<file path="config.mk">
export PLATFORM = sky130hd
export DESIGN_NAME = cpsr_flag_writer
export DESIGN_NICKNAME = d
export VERILOG_FILES = /design/src/rtl/cpsr_flag_writer.sv
export SDC_FILE = /design/constraint.sdc
export NUM_CORES = 1
export LEC_CHECK = 0
export BUFFER_PORTS_ARGS = -buffer_cell sky130_fd_sc_hd__buf_2
export CORE_MARGIN = 2
export CORE_UTILIZATION = 32
export DETAILED_ROUTE_END_ITERATION = 6
export PLACE_DENSITY = 0.92
export SYNTH_ARGS = -nofsm -noshare
export SYNTH_HDL_FRONTEND = slang
export SYNTH_SLANG_ARGS = --single-unit
</file>
<file path="constraint.sdc">
create_clock -name clk -period 2.16 [get_ports clk]
set_clock_uncertainty 0.05 [all_clocks]
set_input_delay 0.108 -clock clk [delete_from_list [all_inputs] [get_ports clk]]
set_output_delay 0.108 -clock clk [all_outputs]
set_load 0.02 [all_outputs]
</file>
<file path="src/rtl/cpsr_flag_writer.sv">
// Condition-flag producer: computes NZCV in EX, shadows them to writeback,
// commits architectural flags and forwards the youngest in-flight values.
module cpsr_flag_writer #(
    parameter int WIDTH      = 32,
    parameter int PIPE_DEPTH = 2,
    localparam int CW        = $clog2(PIPE_DEPTH + 1)
) (
    input  logic             clk,
    input  logic             reset,
    input  logic             ex_valid,
    input  logic             ex_set_flags,
    input  logic [1:0]       ex_op_class,
    input  logic [WIDTH-1:0] ex_operand_a,
    input  logic [WIDTH-1:0] ex_operand_b,
    input  logic [WIDTH-1:0] ex_result,
    input  logic             ex_carry_out,
    input  logic             ex_shift_carry,
    input  logic             stall,
    input  logic             flush,
    output logic             negative,
    output logic             zero,
    output logic             carry,
    output logic             overflow,
    output logic             fwd_n,
    output logic             fwd_z,
    output logic             fwd_c,
    output logic             fwd_v,
    output logic             flags_pending,
    output logic [CW-1:0]    pending_count
);

    typedef struct packed {
        logic vld;
        logic n;
        logic z;
        logic c;
        logic v;
        logic kv;
    } stg_t;

    stg_t stg_q [PIPE_DEPTH];
    stg_t stg_d [PIPE_DEPTH];
    stg_t cap_e;
    logic n_q, z_q, c_q, v_q;
    logic n_d, z_d, c_d, v_d;
    logic cap, adv;
    logic am, bm, rm;
    logic unused_ok;

    assign am = ex_operand_a[WIDTH-1];
    assign bm = ex_operand_b[WIDTH-1];
    assign rm = ex_result[WIDTH-1];
    assign unused_ok = ^{ex_operand_a[WIDTH-2:0], ex_operand_b[WIDTH-2:0]};

    assign cap = ex_valid & ex_set_flags & (ex_op_class != 2'b11)
               & ~stall & ~flush;
    assign adv = ~stall | flush;

    always_comb begin
        cap_e     = '0;
        cap_e.vld = cap;
        cap_e.n   = rm;
        cap_e.z   = ~|ex_result;
        case (ex_op_class)
            2'b01: begin
                cap_e.c = ex_carry_out;
                cap_e.v = (am == bm) & (rm != am);
            end
            2'b10: begin
                cap_e.c = ex_carry_out;
                cap_e.v = (am != bm) & (rm != am);
            end
            default: begin
                cap_e.c  = ex_shift_carry;
                cap_e.kv = 1'b1;
            end
        endcase
    end

    always_comb begin
        stg_d = stg_q;
        n_d   = n_q;
        z_d   = z_q;
        c_d   = c_q;
        v_d   = v_q;
        if (adv) begin
            if (stg_q[PIPE_DEPTH-1].vld) begin
                n_d = stg_q[PIPE_DEPTH-1].n;
                z_d = stg_q[PIPE_DEPTH-1].z;
                c_d = stg_q[PIPE_DEPTH-1].c;
                v_d = stg_q[PIPE_DEPTH-1].kv ? v_q : stg_q[PIPE_DEPTH-1].v;
            end
            stg_d[0] = cap_e;
            for (int i = 1; i < PIPE_DEPTH; i++) begin
                stg_d[i] = stg_q[i-1];
                if (flush) stg_d[i].vld = 1'b0;
            end
        end
    end

    always_ff @(posedge clk) begin
        if (reset) begin
            for (int i = 0; i < PIPE_DEPTH; i++) stg_q[i] <= '0;
            n_q <= 1'b0;
            z_q <= 1'b0;
            c_q <= 1'b0;
            v_q <= 1'b0;
        end else begin
            for (int i = 0; i < PIPE_DEPTH; i++) stg_q[i] <= stg_d[i];
            n_q <= n_d;
            z_q <= z_d;
            c_q <= c_d;
            v_q <= v_d;
        end
    end

    // Walk oldest to youngest so a logic op's kept V sees the next-older value.
    always_comb begin
        fwd_n         = n_q;
        fwd_z         = z_q;
        fwd_c         = c_q;
        fwd_v         = v_q;
        pending_count = '0;
        for (int i = PIPE_DEPTH - 1; i >= 0; i--) begin
            if (stg_q[i].vld) begin
                fwd_n = stg_q[i].n;
                fwd_z = stg_q[i].z;
                fwd_c = stg_q[i].c;
                fwd_v = stg_q[i].kv ? fwd_v : stg_q[i].v;
            end
            pending_count = pending_count + CW'(stg_q[i].vld);
        end
    end

    assign flags_pending = |pending_count;
    assign negative      = n_q;
    assign zero          = z_q;
    assign carry         = c_q;
    assign overflow      = v_q;

endmodule
</file>
==> results of run 1 <==
logic make-up after synthesis:
| group | Yosys count | share of synthesized area [%] |
|---|---|---|
| AND/OR/NAND/NOR | 52 | 28.9 |
| multiplexers | 6 | 7.12 |
| flip-flops | 16 | 38.0 |
| AO/OA/AOI/OAI | 21 | 14.2 |
| adder cells (fa/ha/maj) | 4 | 5.93 |
| buffers and inverters | 10 | 4.75 |
| XOR/XNOR | 1 | 1.04 |
synth_stat cells (2+ instances only):
cell / instances / share of area [%]
a21oi_1: 11 / 6.5
o21ai_0: 4 / 2.4
nor4_1: 7 / 5.2
inv_1: 4 / 1.8
nand2b_1: 2 / 1.5
nor2_1: 6 / 2.7
clkbuf_1: 4 / 1.8
mux2i_1: 6 / 7.1
dfxtp_1: 16 / 38
ha_1: 4 / 5.9
nand3_1: 6 / 3.6
nor3_1: 3 / 1.8
nand2_1: 24 / 11
buf_2: 2 / 1.2
area by class of cell:
cell class	count	share of cell area, %
Multi-Input combinational cell	84	40.7
Tap cell	30	3.16
Sequential cell	16	27.0
Inverter	4	1.26
Timing Repair Buffer	57	24.9
Clock buffer	4	3.06
power by group through the flow:
stage / clock network [uW] / logic [uW] / registers, uW
finish: 201 / 88.6 / 311
global route: 219 / 101 / 312
CTS: 207 / 89.2 / 311
detailed placement: 0 / 87.6 / 318
global placement: 0 / 85.4 / 317
floorplan: 0 / 39.2 / 315
flip-flops by register name, indices dropped and copies added (netlist names):
name,cells
carry,1
stg_q,12
zero,1
overflow,1
negative,1
critical path, stage by stage, from the launching register on:
cell	delay, ns
dfxtp_1	0.56
inv_1	0.12
ha_1	0.29
buf_2	0.16
final timing paths:
check | start | to | slack (ns) | cells after the start
worst max-delay path | stg_q[11]$_SDFFE_PP0P_ | pending_count[0] | 0.59 | 3
worst min-delay path | ex_result[19] | stg_q[9]$_SDFFE_PP0P_ | 0.03 | 4
worst max register to register | stg_q[5]$_SDFFE_PP0P_ | zero$_SDFFE_PP0P_ | 1.10 | 4
worst min register to register | stg_q[0]$_SDFFE_PP0P_ | stg_q[0]$_SDFFE_PP0P_ | 0.40 | 2
layer usage:
| metal | wire length (um) | part of all wire (%) | GRT usage [%] |
|---|---|---|---|
| met3 | 206 | 9.5 | 3.98 |
| met2 | 978 | 45 | 26.9 |
| met5 | 0 | 0 | 0 |
| met4 | 48 | 2.2 | 9.41 |
| met1 | 933 | 43 | 18.0 |
metrics by stage:
stage	std cells	util (%)	power [uW]	hold WS [ns]
after detailed placement	190	46.1	405	0.280
after global placement	190	46.1	403	0.274
after global routing	195	47.9	632	0.0278
after CTS	195	47.9	607	0.0220
after floorplan	110	-	354	0.137
final	195	47.9	600	0.0284
==> impl_metrics.ini, run 1 <==
[outcome]
status = finished, final reports clean

[detailed_routing]
via_per_inst = 4.90
wire_per_inst_um = 11.1
vias = 955
ant_nets = 0
drc_errors = 0
wirelength_mm = 2.17
drt_pass1_iterations = 4
drt_iter0_markers = 7

[placement]
dpl_worst_slack_ns = 0.581
gp_congestion = 0.762
dp_hpwl_mm = 1.75
portBuffers = 54
placed_area_sq_um = 1140

[pwr]
swShare_pct = 24.5
internal_power_uw = 453
switchingPower_uw = 147
seq_power_share_pct = 51.8
power_density_nw_per_um2 = 506
p_clk_share_pct = 33.4
pwr-share-comb_pct = 14.8
ir_worst_vdd_mv = 0.371
power.leakage_uw = 0.000553

[synthesis]
ys_seq_area_share_pct = 38.0
synth.avg_cell_area_sq_um = 7.67
synth_edf_count = 0
syn_inst = 110
async_flop_share_pct = 0
synth_ff_type = dfxtp_1
netlist_area_sq_um = 843
synth_cell_types = 25
syn_nets = 220
yosysWarnings = 0
ys_seq_elements = 16

[clocking]
cts_hold_buf = 1
cts_root_buffer = clkbuf_4
htreeDepth = 1
numCtsBuffers = 3
cts.reportedPaths.clkPinSlew_ns = 0.10
cts_setup_buffers = 0
clockBufferDepth = 2
cts_tree = built
clk_latency_ns = 0.29
ctsResizeCount = 0
cts.sinks = 16

[finish]
multi_input_area_sq_um = 483
final_cell_mix = buf_2, nand2_1, dfxtp_1
n_fill_cell = 250
insertedDiodeCount = 0
ff_latch_area_sq_um = 320
nets = 276
fin_area_sq_um = 1190
drive_gt1_share_pct = 37.0
syn_to_final_growth_pct = 40.8
layout_commonest_cell = buf_2

[timing]
slew_violations = 0
hold_viol = 0
worstMarginPinSlew_ns = 0.481
grt_setup_unrepaired = no
fin_crit_sh_pct = 72.6
fmax_mhz = 637
tns_ns = 0
relSlewSlack_pct = 67.9
fin_crit_ns = 1.57
timing.final.ws_setup_ns = 0.591
setup_viol = 0

[worst_hold_path]
worstHoldPathType = input port to flop

[global_route]
globalRouteOverflowTotal = 0
grt_pass1_vias = 909
grt_pass1_wl_mm = 3.88
grt_max_degree = 18
antenna_found_initial = 0
grt_use_total_pct = 15.9

[die]
die_w_um = 55.3
die_h_um = 55.3
initial_core_util_pct = 34.0
row_count = 18
dieArea_sq_um = 3060
pin_count = 117
core_sq_um = 2480

[critical_path]
endpoint_kind = output pin
cp-start-kind = flop
worstPathRequired_ns = 2.00
path_class = flop to output pin
arrival_ns = 1.41
crit_path_max_fanout = 10

[job]
drv_cap = 0
Power figures use the tool's default switching activity.
==> run 2: changes to the inputs <==
- ABC_AREA: unset -> 1
- CORE_UTILIZATION: 32 -> 30
- PLACE_DENSITY: 0.92 -> 0.86
- clock period: 2.16 -> 1.5 ns (I/O delays scaled with it)
==> run 2 against run 1 <==
  * Area after synthesis grew 2.2%
  * Register-to-register slack worse by 0.63 ns
  * Die area up 8.4%
  * Cell area up 6.7%
  * Final cell count is 11% higher
  * Worst hold slack worse by 0.013 ns
  * Sequential share of layout area down 1.4 points
  * Count of clock-buffer cells in the layout did not move
  * Total power rose by 58%
  * Synthesized cell count grew 15%
  * Via count up 5.8%
  * Sequential power rose by 49%
  * Critical endpoint is now fwd_v
  * Largest cell class unchanged
  * Highest routed layer unchanged
==> impl_metrics.ini, run 2 <==
[critical_path]
reg2reg_slack_ns = 0.47
critPathSlowestCell = dfxtp_4
rr_worst_depth = 4
arrival_ns = 1.34
crit_path_max_fanout = 3
crit_path_cell_trace = inv_4 -> or2_4 -> nand2_2 -> o21ai_2 -> o21ai_1 -> buf_4
slowest_delay_ns = 0.38
timing.rr.end = overflow$_SDFFE_PP0P_
cp-start-kind = flop
r2r_start = stg_q[5]$_SDFFE_PP0P_
path_class = flop to output pin
endpoint_kind = output pin
worstPathRequired_ns = 1.37

[worst_hold_path]
min_to = stg_q[11]$_SDFFE_PP0P_
worstHoldPathCells = 3
hold_start = ex_valid
worstHoldPathType = input port to flop

[placement]
gp_congestion = 0.760
portBuffers = 54
dp_hpwl_mm = 1.67

[clocking]
numCtsBuffers = 3
htreeDepth = 1
clockBufferDepth = 2
cts_tree = built
cts.reportedPaths.clkPinSlew_ns = 0.10
cts.sinks = 16
cts_root_buffer = clkbuf_4
clk_latency_ns = 0.29

[die]
initial_core_util_pct = 31.5
pin_count = 117
core_sq_um = 2730
dieArea_sq_um = 3320
row_count = 19
die_h_um = 57.6
die_w_um = 57.6

[synthesis]
synth_top_cell_area_share_pct = 37.2
synth_most_common_cell = nor2_1
ys_top_cells_by_count = nor2_1, nand2_1, dfxtp_1
syn_inst = 126
synthTopCellsByArea = dfxtp_1, nor2_1, nand2_1
synth_top_area_cell = dfxtp_1
yosysWarnings = 0
netlist_area_sq_um = 862
synth_ff_type = dfxtp_1
ys_seq_area_share_pct = 37.2
syn_nets = 236
synth_cell_types = 24
synth_edf_count = 0
async_flop_share_pct = 0
ys_seq_elements = 16
synth.avg_cell_area_sq_um = 6.84

[pwr]
ir_worst_vdd_mv = 0.490
power.leakage_uw = 0.000634
power_density_nw_per_um2 = 749

[outcome]
status = finished, final reports clean

[timing]
fin_crit_sh_pct = 97.7
slew_violations = 0
grt_setup_unrepaired = yes
setup_viol = 0
relSlewSlack_pct = 82.4
fmax_mhz = 682
worstMarginPinSlew_ns = 0.264
fin_crit_ns = 1.47
hold_viol = 0
timing.hold.ws_ns = 0.0150

[finish]
drive_gt1_share_pct = 37.1
nets = 297
final_util_pct = 46.4
syn_to_final_growth_pct = 47.0
largest_register_ffs = 12
layout_commonest_cell = buf_2
n_fill_cell = 281
insertedDiodeCount = 0
final_cell_mix = buf_2, nor2_1, nand2_1
top_register = stg_q

[detailed_routing]
drt_pass1_iterations = 4
vias = 1010
wire_per_inst_um = 9.95
wirelength_mm = 2.16
ant_nets = 0
drc_errors = 0
drt_iter0_markers = 17
via_per_inst = 4.65

[global_route]
globalRouteOverflowTotal = 0
grt_use_total_pct = 13.1
grt_pass1_wl_mm = 3.37
antenna_found_initial = 0
grt_max_degree = 17
grt_pass1_vias = 865

[job]
drv_cap = 0
run 2: cell count changes in the layout (fill, tap and decap cells not counted), sizes merged, moves of 3 or more:
cell,before,now
mux2i,6,3
o21ai,5,16
nand2,24,19
nor4,7,0
nand3,6,1
dlygate4sd3,1,4
inv,4,10
a21oi,12,8
nor2,6,35
run 2: repair_timing:
item | in CTS | in global routing
endpoints found under the hold margin | 6 | 0
gates resized for setup | 1 | 11
setup endpoints to repair | 2 | 4
setup buffers | 0 | 0
gates cloned | 0 | 0
pin swaps | 0 | 1
hold buffers | 4 | 0
run 2: worst max-delay path by stage:
| stage | cells past startpoint | from | end |
|---|---|---|---|
| floorplan | 6 | stg_q[5]$_SDFFE_PP0P_ | fwd_v |
| global placement | 4 | stg_q[5]$_SDFFE_PP0P_ | fwd_c |
| detailed placement | 4 | stg_q[5]$_SDFFE_PP0P_ | fwd_c |
| CTS | 4 | stg_q[5]$_SDFFE_PP0P_ | fwd_c |
| global route | 6 | stg_q[5]$_SDFFE_PP0P_ | fwd_v |
| finish | 6 | stg_q[5]$_SDFFE_PP0P_ | fwd_v |
run 2: routing by layer:
metal | routed length, um | GRT usage [%]
met2 | 970 | 20.9
met5 | 0 | 0
met1 | 945 | 16.6
met4 | 40 | 7.31
met3 | 205 | 2.04
run 2: cell type report:
type	instances	area (sq um)	share of cell area [%]
Inverter	10	40.0	3.16
Clock buffer	4	36.3	2.86
Tap cell	31	38.8	3.06
Timing Repair Buffer	61	338	26.7
Multi-Input combinational cell	95	490	38.7
Sequential cell	16	324	25.6
run 2: cells by family after synthesis:
family | Yosys count | share of synthesized area [%]
AO/OA/AOI/OAI | 26 | 15.5
XOR/XNOR | 1 | 1.02
adder cells (fa/ha/maj) | 4 | 5.81
buffers and inverters | 15 | 8.42
flip-flops | 16 | 37.2
multiplexers | 3 | 3.48
AND/OR/NAND/NOR | 61 | 28.6
run 2: worst max-delay path, delay by kind of cell (launching register included):
kind	cells	cell delay, ns
buffers and inverters	2	0.18
AND/OR/NAND/NOR	2	0.31
AO/OA/AOI/OAI	2	0.18
flip-flops	1	0.38
run 2: stage by stage:
stage	setup slack [ns]	TNS, ns	cells	cell area [sq um]	power [uW]
4_1_cts	0.00255	0	217	1240	946
2_1_floorplan	0.240	0	126	862	565
6_report	0.0338	0	217	1270	950
3_3_place_gp	0.304	0	209	1160	649
5_1_grt	-0.0321	-0.0578	217	1270	996
3_5_place_dp	0.278	0	209	1160	654
run 2: power breakdown:
| part | internal, uW | total (uW) | switching (uW) |
|---|---|---|---|
| clock | 148 | 289 | 141 |
| combinational | 95.3 | 196 | 101 |
| sequential | 447 | 464 | 16.9 |
| total | 691 | 950 | 259 |
==> run 3: changes to the inputs <==
- ABC_AREA: 1 -> unset
- GPL_ROUTABILITY_DRIVEN: unset -> 0
- PLACE_DENSITY: 0.86 -> 0.87
==> run 3 against run 2 <==
  * Sequential cell count unchanged
  * Routed wire length increased by 0.32%
  * Non-clock buffer count decreased by 2
  * Sequential power shrank 4%
  * Cell area is 5.8% lower
  * Utilization is 2.3 points lower
  * Count of clock-buffer cells in the layout down 1
  * Global-route usage grew 2.2 points
  * Die area fell by 2.0%
  * Register-to-register slack better by 0.07 ns
  * Via count is 3.2% lower
  * Clock power down 22%
  * Critical path type unchanged
  * Critical endpoint is now fwd_z
  * Largest cell class unchanged
==> impl_metrics.ini, run 3 (same netlist as run 1, synthesis figures left out) <==
[outcome]
status = finished, final reports clean

[die]
core_sq_um = 2710
die_h_um = 57.0
initial_core_util_pct = 31.1
row_count = 19
dieArea_sq_um = 3250
die_w_um = 57.0
pin_count = 117

[clocking]
cts_setup_buffers = 0
clockBufferDepth = 2
numCtsBuffers = 3
cts.sinks = 16
cts_root_buffer = clkbuf_4
htreeDepth = 1
cts_tree = built
clk_latency_ns = 0.29
cts.reportedPaths.clkPinSlew_ns = 0.09

[critical_path]
path_class = flop to output pin
crit_path_max_fanout = 7
crit_path_cell_trace = buf_4 -> mux2i_1 -> o21ai_0 -> buf_2
reg2reg_slack_ns = 0.54
critPathSlowestCell = dfxtp_2
worstPathRequired_ns = 1.37
endpoint_kind = output pin
arrival_ns = 1.27
cp-start-kind = flop
slowest_delay_ns = 0.38

[finish]
syn_to_final_growth_pct = 41.5
drive_gt1_share_pct = 38.6
fin_area_sq_um = 1190
largest_register_ffs = 12
final_cell_mix = buf_2, nand2_1, dfxtp_1
nets = 278
top_register = stg_q
insertedDiodeCount = 0
layout_commonest_cell = buf_2

[global_route]
grt_pass1_wl_mm = 3.85
grt_use_total_pct = 15.3
antenna_found_initial = 0
grt_max_degree = 18
globalRouteOverflowTotal = 0
grt_pass1_vias = 938

[timing]
timing.final.ws_setup_ns = 0.105
grt_setup_unrepaired = no
fin_crit_sh_pct = 93.0
setup_viol = 0
timing.hold.ws_ns = 0.0206
fmax_mhz = 717
relSlewSlack_pct = 80.0
worstMarginPinSlew_ns = 0.300
fin_crit_ns = 1.39
tns_ns = 0
hold_viol = 0
slew_violations = 0

[pwr]
power.leakage_uw = 0.000557
ir_worst_vdd_mv = 0.419
power_density_nw_per_um2 = 673

[detailed_routing]
drt_iter0_markers = 6
ant_nets = 0
wire_per_inst_um = 11.0
via_per_inst = 4.96
drt_pass1_iterations = 4
wirelength_mm = 2.17
vias = 978
drc_errors = 0

[job]
drv_cap = 0

[placement]
dp_hpwl_mm = 1.77
placed_area_sq_um = 1160
portBuffers = 54
dpl_worst_slack_ns = 0.0166

[worst_hold_path]
worstHoldPathType = input port to flop
-- run 3: through the flow --
stage,power [uW],cells,util (%)
finish,803,197,44.0
global placement,584,193,42.7
detailed placement,587,193,42.7
global route,851,197,44.0
CTS,812,197,43.9
floorplan,510,110,-
-- run 3: area by class of cell --
cell class / instances / area, sq um
well taps: 31 / 38.8
repair buffers: 59 / 310
multi-input cells: 84 / 485
inverters: 4 / 15.0
flip-flops and latches: 16 / 322
fillers: 300 / 1520
clock buffers: 3 / 22.5
-- run 3: power breakdown --
group,internal (uW),switching (uW)
Clock,93.4,131
Sequential,437,8.99
Combinational,71.1,61.9
-- run 3: final timing paths --
check                                           start                     end  cells after the start
worst min register to register  stg_q[0]$_SDFFE_PP0P_   stg_q[0]$_SDFFE_PP0P_                      2
worst max register to register  stg_q[5]$_SDFFE_PP0P_   negative$_SDFFE_PP0P_                      4
worst max-delay path            stg_q[5]$_SDFFE_PP0P_                   fwd_z                      4
worst min-delay path                    ex_result[31]  stg_q[10]$_SDFFE_PP0P_                      3
-- run 3: routing by layer --
metal | track usage (%) | share of wire, % | vias to the layer above
li1 | - | - | 498
met1 | 17.9 | 41 | 417
met2 | 26.1 | 47 | 58
met3 | 3.17 | 10 | 5
met4 | 7.97 | 2.3 | 0
met5 | 0 | 0 | -
-- run 3: worst max-delay path, delay by kind of cell (launching register included) --
kind                   cells  cell delay, ns
buffers and inverters      2            0.33
multiplexers               1            0.19
AO/OA/AOI/OAI              1            0.08
flip-flops                 1            0.38
-- run 3: timing repair --
action / in CTS / in global routing
hold endpoints to repair: 2 / 0
gates resized for setup: 0 / 2
hold buffers: 1 / 0
endpoints found under the setup margin: 0 / 5
